$ cat src/rtl/csr_unit.sv
// Machine-mode CSR file: mstatus/mtvec/mscratch/mepc/mcause/mtval/mcycle/minstret/mhartid.
// Latency: reads, illegal flag and trap/mret targets are combinational; writes, traps, mret land 1 cycle later.
// Backpressure: none; every access, trap and mret is accepted in the cycle it is presented.
// Ports: clk/rst; CSR access (i_csr_ren, i_csr_addr, i_csr_op, i_csr_wdata -> o_csr_rdata, o_csr_illegal);
//        trap/mret events (i_trap_*, i_mret, i_instr_retire -> o_trap_target, o_mret_target);
//        o_mstatus .. o_minstret mirror the architectural registers for difftest.
module csr_unit #(
  parameter int              XLEN         = 64,
  parameter int              HAS_MINSTRET = 1,
  parameter logic [XLEN-1:0] MTVEC_RESET  = '0
) (
  input  logic            clk,
  input  logic            rst,
  input  logic            i_csr_ren,
  input  logic [11:0]     i_csr_addr,
  input  logic [1:0]      i_csr_op,
  input  logic [XLEN-1:0] i_csr_wdata,
  output logic [XLEN-1:0] o_csr_rdata,
  output logic            o_csr_illegal,
  input  logic            i_trap_valid,
  input  logic [XLEN-1:0] i_trap_cause,
  input  logic [XLEN-1:0] i_trap_pc,
  input  logic [XLEN-1:0] i_trap_tval,
  input  logic            i_mret,
  input  logic            i_instr_retire,
  output logic [XLEN-1:0] o_trap_target,
  output logic [XLEN-1:0] o_mret_target,
  output logic [XLEN-1:0] o_mstatus,
  output logic [XLEN-1:0] o_mtvec,
  output logic [XLEN-1:0] o_mepc,
  output logic [XLEN-1:0] o_mcause,
  output logic [XLEN-1:0] o_mtval,
  output logic [XLEN-1:0] o_mscratch,
  output logic [XLEN-1:0] o_mcycle,
  output logic [XLEN-1:0] o_minstret
);

  localparam logic [11:0] A_MSTATUS  = 12'h300;
  localparam logic [11:0] A_MTVEC    = 12'h305;
  localparam logic [11:0] A_MSCRATCH = 12'h340;
  localparam logic [11:0] A_MEPC     = 12'h341;
  localparam logic [11:0] A_MCAUSE   = 12'h342;
  localparam logic [11:0] A_MTVAL    = 12'h343;
  localparam logic [11:0] A_MCYCLE   = 12'hB00;
  localparam logic [11:0] A_MINSTRET = 12'hB02;
  localparam logic [11:0] A_MHARTID  = 12'hF14;

  localparam logic [XLEN-1:0] ONE    = XLEN'(1);
  localparam logic [XLEN-1:0] ALIGN2 = ~XLEN'(1);
  localparam logic [XLEN-1:0] ALIGN4 = ~XLEN'(3);

  // Only MIE/MPIE are stored; MPP is hardwired to M-mode.
  logic            mie, mpie;
  logic [XLEN-1:0] mtvec, mscratch, mepc, mcause, mtval, mcycle, minstret;

  logic [XLEN-1:0] mstatus_val, old_val, new_val;
  logic            mapped, access, illegal_raw, wr_en;

  always_comb begin
    mstatus_val        = '0;
    mstatus_val[12:11] = 2'b11;
    mstatus_val[7]     = mpie;
    mstatus_val[3]     = mie;
  end

  always_comb begin
    mapped  = 1'b1;
    old_val = '0;
    case (i_csr_addr)
      A_MSTATUS:  old_val = mstatus_val;
      A_MTVEC:    old_val = mtvec;
      A_MSCRATCH: old_val = mscratch;
      A_MEPC:     old_val = mepc;
      A_MCAUSE:   old_val = mcause;
      A_MTVAL:    old_val = mtval;
      A_MCYCLE:   old_val = mcycle;
      A_MINSTRET: old_val = minstret;
      A_MHARTID:  old_val = '0;
      default:    mapped  = 1'b0;
    endcase
  end

  always_comb begin
    access      = i_csr_ren | (i_csr_op != 2'b00);
    illegal_raw = access & (~mapped
                            | ((i_csr_addr == A_MHARTID) & (i_csr_op != 2'b00))
                            | ((i_csr_addr == A_MINSTRET) & (HAS_MINSTRET == 0)));
    wr_en       = (i_csr_op != 2'b00) & ~illegal_raw;
    // Reset masks both flags so nothing downstream acts on a stale decode.
    o_csr_illegal = ~rst & illegal_raw;
    o_csr_rdata   = (~rst & i_csr_ren & ~illegal_raw) ? old_val : '0;
    case (i_csr_op)
      2'b01:   new_val = i_csr_wdata;
      2'b10:   new_val = old_val | i_csr_wdata;
      2'b11:   new_val = old_val & ~i_csr_wdata;
      default: new_val = old_val;
    endcase
  end

  logic wr_mstatus, wr_mtvec, wr_mscratch, wr_mepc, wr_mcause, wr_mtval, wr_mcycle, wr_minstret;
  assign wr_mstatus  = wr_en & (i_csr_addr == A_MSTATUS);
  assign wr_mtvec    = wr_en & (i_csr_addr == A_MTVEC);
  assign wr_mscratch = wr_en & (i_csr_addr == A_MSCRATCH);
  assign wr_mepc     = wr_en & (i_csr_addr == A_MEPC);
  assign wr_mcause   = wr_en & (i_csr_addr == A_MCAUSE);
  assign wr_mtval    = wr_en & (i_csr_addr == A_MTVAL);
  assign wr_mcycle   = wr_en & (i_csr_addr == A_MCYCLE);
  assign wr_minstret = wr_en & (i_csr_addr == A_MINSTRET);

  // Trap beats mret beats CSR write, but only on registers the winner touches.
  always_ff @(posedge clk or posedge rst) begin
    if (rst) begin
      mie      <= 1'b0;
      mpie     <= 1'b0;
      mtvec    <= MTVEC_RESET & ALIGN4;
      mscratch <= '0;
      mepc     <= '0;
      mcause   <= '0;
      mtval    <= '0;
      mcycle   <= '0;
    end else begin
      if (i_trap_valid) begin
        mpie <= mie;
        mie  <= 1'b0;
      end else if (i_mret) begin
        mie  <= mpie;
        mpie <= 1'b1;
      end else if (wr_mstatus) begin
        mie  <= new_val[3];
        mpie <= new_val[7];
      end

      if (i_trap_valid)   mepc <= i_trap_pc & ALIGN2;
      else if (wr_mepc)   mepc <= new_val & ALIGN2;

      if (i_trap_valid)   mcause <= i_trap_cause;
      else if (wr_mcause) mcause <= new_val;

      if (i_trap_valid)   mtval <= i_trap_tval;
      else if (wr_mtval)  mtval <= new_val;

      if (wr_mtvec)       mtvec    <= new_val & ALIGN4;
      if (wr_mscratch)    mscratch <= new_val;

      mcycle <= wr_mcycle ? new_val : mcycle + ONE;
    end
  end

  generate
    if (HAS_MINSTRET != 0) begin : g_minstret
      always_ff @(posedge clk or posedge rst) begin
        if (rst)                 minstret <= '0;
        else if (wr_minstret)    minstret <= new_val;
        else if (i_instr_retire) minstret <= minstret + ONE;
      end
    end else begin : g_no_minstret
      assign minstret = '0;
    end
  endgenerate

  assign o_trap_target = mtvec & ALIGN4;
  assign o_mret_target = mepc;
  assign o_mstatus     = mstatus_val;
  assign o_mtvec       = mtvec;
  assign o_mepc        = mepc;
  assign o_mcause      = mcause;
  assign o_mtval       = mtval;
  assign o_mscratch    = mscratch;
  assign o_mcycle      = mcycle;
  assign o_minstret    = minstret;

endmodule

$ cat config.mk
export PLATFORM = sky130hd
export DESIGN_NAME = csr_unit
export DESIGN_NICKNAME = d
export VERILOG_FILES = /design/src/rtl/csr_unit.sv
export SDC_FILE = /design/constraint.sdc
export NUM_CORES = 1
export LEC_CHECK = 0
export ABC_AREA = 0
export BUFFER_PORTS_ARGS = -buffer_cell sky130_fd_sc_hd__buf_2
export CORE_AREA = 4 4 375 377
export CTS_BUF_LIST = sky130_fd_sc_hd__clkbuf_8
export CTS_CLUSTER_SIZE = 8
export DETAILED_ROUTE_END_ITERATION = 12
export DIE_AREA = 0 0 379 381
export SETUP_SLACK_MARGIN = 0.02
export SLEW_MARGIN = 25
export SYNTH_ARGS = -nofsm -noshare
export SYNTH_HDL_FRONTEND = slang
export SYNTH_SLANG_ARGS = --single-unit
$ cat constraint.sdc
create_clock -name clk -period 35.6 [get_ports clk]
set_input_delay 7.12 -clock clk [delete_from_list [all_inputs] [get_ports clk]]
set_output_delay 7.12 -clock clk [all_outputs]
set_load 0.1 [all_outputs]
==> results of run 1 <==
-- tightest hold or removal path, cell delays in order (launching register included) --
cell and delay (ns):
dfrtp_1 0.36, nand2_1 0.05, nand2_1 0.05
-- path summary, 6_finish.rpt --
kind                              endpoint  slack [ns]  cells past startpoint
setup / recovery           o_csr_rdata[15]       17.20                      9
hold / removal              o_mscratch[57]        0.50                      2
setup reg to reg            o_minstret[60]       31.74                      6
hold reg to reg             o_mscratch[57]        0.50                      2
max in group asynchronous      o_mtvec[46]       26.70                      5
min in group asynchronous   o_mscratch[47]        6.45                      2
-- power by group through the flow --
| stage | logic (W) | clock network (W) | registers (W) |
|---|---|---|---|
| 2_1_floorplan | 0.000214 | 0 | 0.000795 |
| 3_3_place_gp | 0.000559 | 0 | 0.000593 |
| 5_1_grt | 0.000582 | 0.000637 | 0.000590 |
| 6_report | 0.000565 | 0.000609 | 0.000588 |
| 3_5_place_dp | 0.000561 | 0 | 0.000594 |
| 4_1_cts | 0.000563 | 0.000619 | 0.000586 |
-- through the flow --
stage	total power, W	cells	setup slack [ns]	util (%)
5_1_grt	0.00181	6174	17.23	27.6
4_1_cts	0.00177	6168	17.27	27.6
6_report	0.00176	6189	17.20	27.6
3_3_place_gp	0.00115	5999	17.21	26.1
2_1_floorplan	0.00101	3652	7.63	-
3_5_place_dp	0.00116	5999	17.29	26.1
-- synth_stat cells (72+ instances only) --
cell | instances | area share, %
clkbuf_1 | 187 | 2.3
a21oi_1 | 155 | 2.6
a22oi_1 | 92 | 2.3
nor3_1 | 72 | 1.2
nand4_1 | 139 | 2.9
xnor2_1 | 92 | 2.7
nand2_1 | 387 | 4.8
o21ai_0 | 288 | 4.8
nor2_1 | 233 | 2.9
nand3_1 | 137 | 2.3
buf_4 | 206 | 5.1
and3_1 | 103 | 2.1
dfrtp_1 | 447 | 37
mux2i_1 | 103 | 3.4
-- cell usage in the layout (no fill, tap or decap), types with 66 or more instances in the layout --
master / instances
buf_2: 907
mux2i_1: 103
nand3_1: 136
inv_1: 72
nor3_1: 66
o21ai_0: 280
conb_1: 68
nand2_1: 379
buf_4: 128
nand4_1: 139
a21oi_1: 155
clkbuf_8: 119
xnor2_1: 92
a22oi_1: 92
nor2_1: 227
dfrtp_1: 447
and3_1: 103
-- cells by family (layout without fill, tap and decap cells) --
| group | Yosys count | in the layout | synth area share, % |
|---|---|---|---|
| other | 2 | 87 | 0.0249 |
| AND/OR/NAND/NOR | 1284 | 1284 | 21.7 |
| adder cells (fa/ha/maj) | 2 | 2 | 0.0828 |
| XOR/XNOR | 145 | 145 | 4.20 |
| multiplexers | 146 | 146 | 5.01 |
| flip-flops | 447 | 447 | 37.0 |
| AO/OA/AOI/OAI | 1027 | 1027 | 22.5 |
| buffers and inverters | 533 | 1257 | 9.49 |
-- area by class of cell --
cell class / count / area, µm² / share of cell area (%)
flip-flops and latches: 447 / 11200 / 29.5
clock buffers: 118 / 1620 / 4.28
inverters: 49 / 196 / 0.518
well taps: 1794 / 2240 / 5.92
clock inverters: 51 / 362 / 0.954
diodes: 19 / 47.5 / 0.125
repair buffers: 1039 / 5570 / 14.7
multi-input cells: 2672 / 16700 / 44.0
-- registers in the layout, summed over array words and instances (netlist names) --
register	cells
o_mtvec	62
o_mcause	64
o_mcycle	64
mpie	1
o_mtval	64
o_mepc	63
o_minstret	64
mie	1
o_mscratch	64
-- per-layer routing --
metal	GRT usage (%)	up-vias	part of all wire (%)
met3	10.7	535	11
li1	-	14500	-
met4	13.1	36	5.2
met2	48.0	2445	45
met5	0	-	0.11
met1	36.6	17800	38
==> results.sh, run 1 <==
export IMPL_status="finished, final reports clean"
export IMPL_finalSetupViolCount=0
export IMPL_ant_nets=0
export IMPL_cp_top_family="buffers and inverters"
export IMPL_worst_setup_path_start_kind="input pin"
export IMPL_ys_seq_elements=447
export IMPL_vias=35300
export IMPL_core_um2=137000
export IMPL_reg2reg_from="o_minstret[10]"
export IMPL_setup_worst_path_start="i_csr_addr[1]"
export IMPL_hold_path_class="flop to flop"
export IMPL_fillers=14900
export IMPL_required_ns=28.48
export IMPL_grt_max_degree=157
export IMPL_cts_root_buf="clkbuf_8"
export IMPL_end_kind="primary output"
export IMPL_drc=0
export IMPL_fin_skew_ns=0.0720
export IMPL_first_pass_iters=7
export IMPL_synth_main_ff_cell="dfrtp_1"
export IMPL_ys_types=93
export IMPL_initialDrtViolationCount=4210
export IMPL_area_growth_pct=25.5
export IMPL_start_util_pct=22.0
export IMPL_clock_path_buffers=3
export IMPL_hold_buffers=0
export IMPL_die_w_um=379
export IMPL_dieArea_um2=144000
export IMPL_hold_slack_ns=0.497
export IMPL_max_cap_violations=0
export IMPL_path_cells="buf_6 > buf_4 > or3b_2 > nor4_4 > buf_4 > a22oi_1 > and3_1 > nor2_1 > buf_2"
export IMPL_crit_path_top_delay_cell="buf_4"
export IMPL_ir_drop_mv=0.0256
export IMPL_worstSetupPathType="input pin to primary output"
export IMPL_drive_gt1_share_pct=29.9
export IMPL_clkSlewWorstSetupHoldPaths_ns=0.06
export IMPL_avgSynthCellArea_um2=8.43
export IMPL_grt_overflow=0
export IMPL_worstSkewPairLatency_ns=0.85
export IMPL_p_leak_nw=17.2
export IMPL_worst_path_buf_inv=4
export IMPL_cts_buffers=93
export IMPL_avgViaCountPerCell=5.71
export IMPL_grt_pass1_wl_um=299000
export IMPL_async_flop_share_pct=100
export IMPL_cp_common_cell="buf_4"
export IMPL_ctsResizeCount=0
export IMPL_clockPowerShare_pct=34.6
export IMPL_num_rows=136
export IMPL_yosysWarnings=0
export IMPL_cellPowerDensity_nw_per_um2=46.5
export IMPL_cts_setup_buffers=0
export IMPL_clkSinkCount=447
export IMPL_postPlaceCellArea_um2=35800
export IMPL_antenna_found_initial=51
export IMPL_fmax_mhz=54.4
export IMPL_rsz0062_at_grt="no"
export IMPL_htree_num_levels=3
export IMPL_critPathMaxStageDelay_ns=0.79
export IMPL_final_min_clock_period_ns=18.40
export IMPL_cp_max_fo=43
export IMPL_hold_viol=0
export IMPL_tritoncts="done"
export IMPL_synth_edff_count=0
export IMPL_dieHeight_um=381
export IMPL_grt_pass1_vias=33000
export IMPL_place_congestion=0.929
export IMPL_dpl_hpwl_um=172000
export IMPL_netlist_area_um2=30200
export IMPL_crit_arrival_ns=11.28
export IMPL_pwr_share_seq_pct=33.4
export IMPL_final_max_slew_viol_count=0
export IMPL_netlist_instances=3586
export IMPL_tightest_slew_ns=1.17
export IMPL_grt_util_all_layers_pct=30.1
export IMPL_port_buffers=911
export IMPL_slew_limit_headroom_pct=21.8
export IMPL_ys_seq_area_share_pct=37.0
export IMPL_final_nets=4580
export IMPL_routed_wl_um=227000
export IMPL_intPower_w=0.000955
export IMPL_min_from="o_mscratch[57]"
export IMPL_stdcell_area_um2=37900
export IMPL_swShare_pct=45.8
export IMPL_pwr_share_comb_pct=32.1
export IMPL_ios=981
export IMPL_tns_ns=0
export IMPL_period_share_pct=51.7
export IMPL_routedWlPerCell_um=36.7
export IMPL_power_switching_w=0.000806
(Power assumes the default switching activity.)
==> run 2, diff against run 1 <==
Clock period 35.6 ns to 18.75 ns, I/O delays scaled along.
==> run 2 against run 1 <==
Effect of this change: via count rose by 0.97%; sequential power rose by 90%; non-clock buffer count did not move; clock-buffer cell count fell by 2; clock skew fell by 0.025 ns; first-iteration DRC count rose by 10%; worst hold slack got worse by 0.0083 ns; global-route usage fell by 0.086 points; routed wire length fell by 0.10%; critical endpoint is now o_csr_rdata[35].
==> results.sh, run 2 (synthesized netlist as in run 1, its figures left out) <==
export IMPL_grt_util_all_layers_pct=30.0
export IMPL_first_pass_iters=7
export IMPL_antenna_found_initial=48
export IMPL_crit_arrival_ns=7.49
export IMPL_htree_num_levels=3
export IMPL_start_util_pct=22.0
export IMPL_clkSlewWorstSetupHoldPaths_ns=0.05
export IMPL_avgViaCountPerCell=5.75
export IMPL_status="finished, final reports clean"
export IMPL_final_nets=4580
export IMPL_port_buffers=911
export IMPL_end_kind="primary output"
export IMPL_fmax_mhz=89.0
export IMPL_hold_path_end="o_mscratch[24]"
export IMPL_final_cell_mix="907 x buf_2, 447 x dfrtp_1, 379 x nand2_1"
export IMPL_cellPowerDensity_nw_per_um2=91.3
export IMPL_period_share_pct=60.0
export IMPL_p_leak_nw=17.3
export IMPL_r2r_slack_ns=15.07
export IMPL_ctsResizeCount=0
export IMPL_grt_pass1_wl_um=299000
export IMPL_initialDrtViolationCount=4647
export IMPL_dpl_hpwl_um=172000
export IMPL_drc=0
export IMPL_min_from="o_mscratch[24]"
export IMPL_routedWlPerCell_um=36.6
export IMPL_slew_limit_headroom_pct=24.3
export IMPL_hold_depth=2
export IMPL_stdcell_area_um2=38200
export IMPL_grt_pass1_vias=33400
export IMPL_routed_wl_um=227000
export IMPL_hold_buffers=0
export IMPL_drive_gt1_share_pct=30.1
export IMPL_die_w_um=379
export IMPL_vias=35700
export IMPL_fin_skew_ns=0.0473
export IMPL_hold_viol=0
export IMPL_tritoncts="done"
export IMPL_worst_setup_path_start_kind="input pin"
export IMPL_ir_drop_mv=0.0513
export IMPL_required_ns=15.00
export IMPL_clock_path_buffers=3
export IMPL_cts_root_buf="clkbuf_8"
export IMPL_dieArea_um2=144000
export IMPL_rsz0062_at_grt="no"
export IMPL_final_max_slew_viol_count=0
export IMPL_hold_path_class="flop to flop"
export IMPL_final_min_clock_period_ns=11.24
export IMPL_tightest_slew_ns=1.12
export IMPL_regToRegEndpoint="o_minstret[56]"
export IMPL_setup_worst_path_start="i_csr_addr[0]"
export IMPL_cts_buffers=93
export IMPL_finalSetupViolCount=0
export IMPL_tns_ns=0
export IMPL_max_cap_violations=0
export IMPL_core_um2=137000
export IMPL_dieHeight_um=381
export IMPL_postPlaceCellArea_um2=35800
export IMPL_rr_worst_depth=6
export IMPL_ant_nets=0
export IMPL_ios=981
export IMPL_cp_max_fo=21
export IMPL_grt_overflow=0
export IMPL_stdcell_count=6199
export IMPL_dp_slack_ns=7.66
export IMPL_worst_slack_ns=7.51
export IMPL_clkSinkCount=447
export IMPL_layout_commonest_cell="buf_2"
export IMPL_worstSkewPairLatency_ns=0.84
export IMPL_area_growth_pct=26.4
export IMPL_place_inst=5999
export IMPL_reg2reg_from="o_minstret[10]"
export IMPL_fillers=14900
export IMPL_place_congestion=0.940
export IMPL_worstSetupPathType="input pin to primary output"
export IMPL_grt_max_degree=171
export IMPL_cts_setup_buffers=0
export IMPL_num_rows=136
-- run 2: cell count changes in the layout (fill, tap and decap cells not counted), moves of 2 or more --
cell,change
bufinv_16,+10
diode_2,+9
clkinvlp_4,+2
buf_4,-4
inv_12,+2
buf_6,+3
a2111oi_0,+2
inv_1,-6
a2111oi_1,-2
clkbuf_8,-2
-- run 2: final cells by class --
type                    instances  area (µm²)  area share, %
multi-input cells            2672       16700           43.6
flip-flops and latches        447       11200           29.3
repair buffers               1039        5600           14.7
well taps                    1794        2240           5.88
clock buffers                 116        1600           4.18
clock inverters                54         636           1.66
inverters                      49         194          0.508
diodes                         28        70.1          0.183
-- run 2: worst max-delay path, cell delays in order --
cell and delay (ns):
buf_2 0.29, nor3_2 0.24, buf_4 0.52, nand3_1 0.69, buf_4 0.47, o211ai_1 0.74, nor2_1 0.11, nor2_1 0.14
buf_2 0.47
-- run 2: through the flow --
step	hold slack, ns	utilization [%]	total power [W]
final	0.489	27.8	0.00349
after floorplan	0.575	-	0.00192
after detailed placement	0.481	26.1	0.00219
after CTS	0.494	27.7	0.00349
after global routing	0.510	27.8	0.00358
after global placement	0.479	26.1	0.00219
-- run 2: worst max-delay path by stage --
stage,slack [ns],endpoint
floorplan,2.11,o_csr_rdata[24]
global placement,7.64,o_csr_rdata[35]
detailed placement,7.66,o_csr_rdata[35]
CTS,7.66,o_csr_rdata[35]
global route,7.45,o_csr_rdata[35]
finish,7.51,o_csr_rdata[35]
-- run 2: power breakdown --
part	leakage (nW)	switching, W	internal [W]
Clock	1.22	0.000550	0.000746
Combinational	10.5	0.000896	0.000178
Sequential	5.60	0.0000944	0.00102
Total	17.3	0.00154	0.00195
-- run 2: per-layer routing --
layer  wire length [µm]  vias up  global-route usage, %
met1              83300    17800                   35.5
met3              28500      589                   11.7
met4              12900       28                   14.1
li1                   -    14500                      -
met2             102000     2675                   47.7
met5                194        -                      0
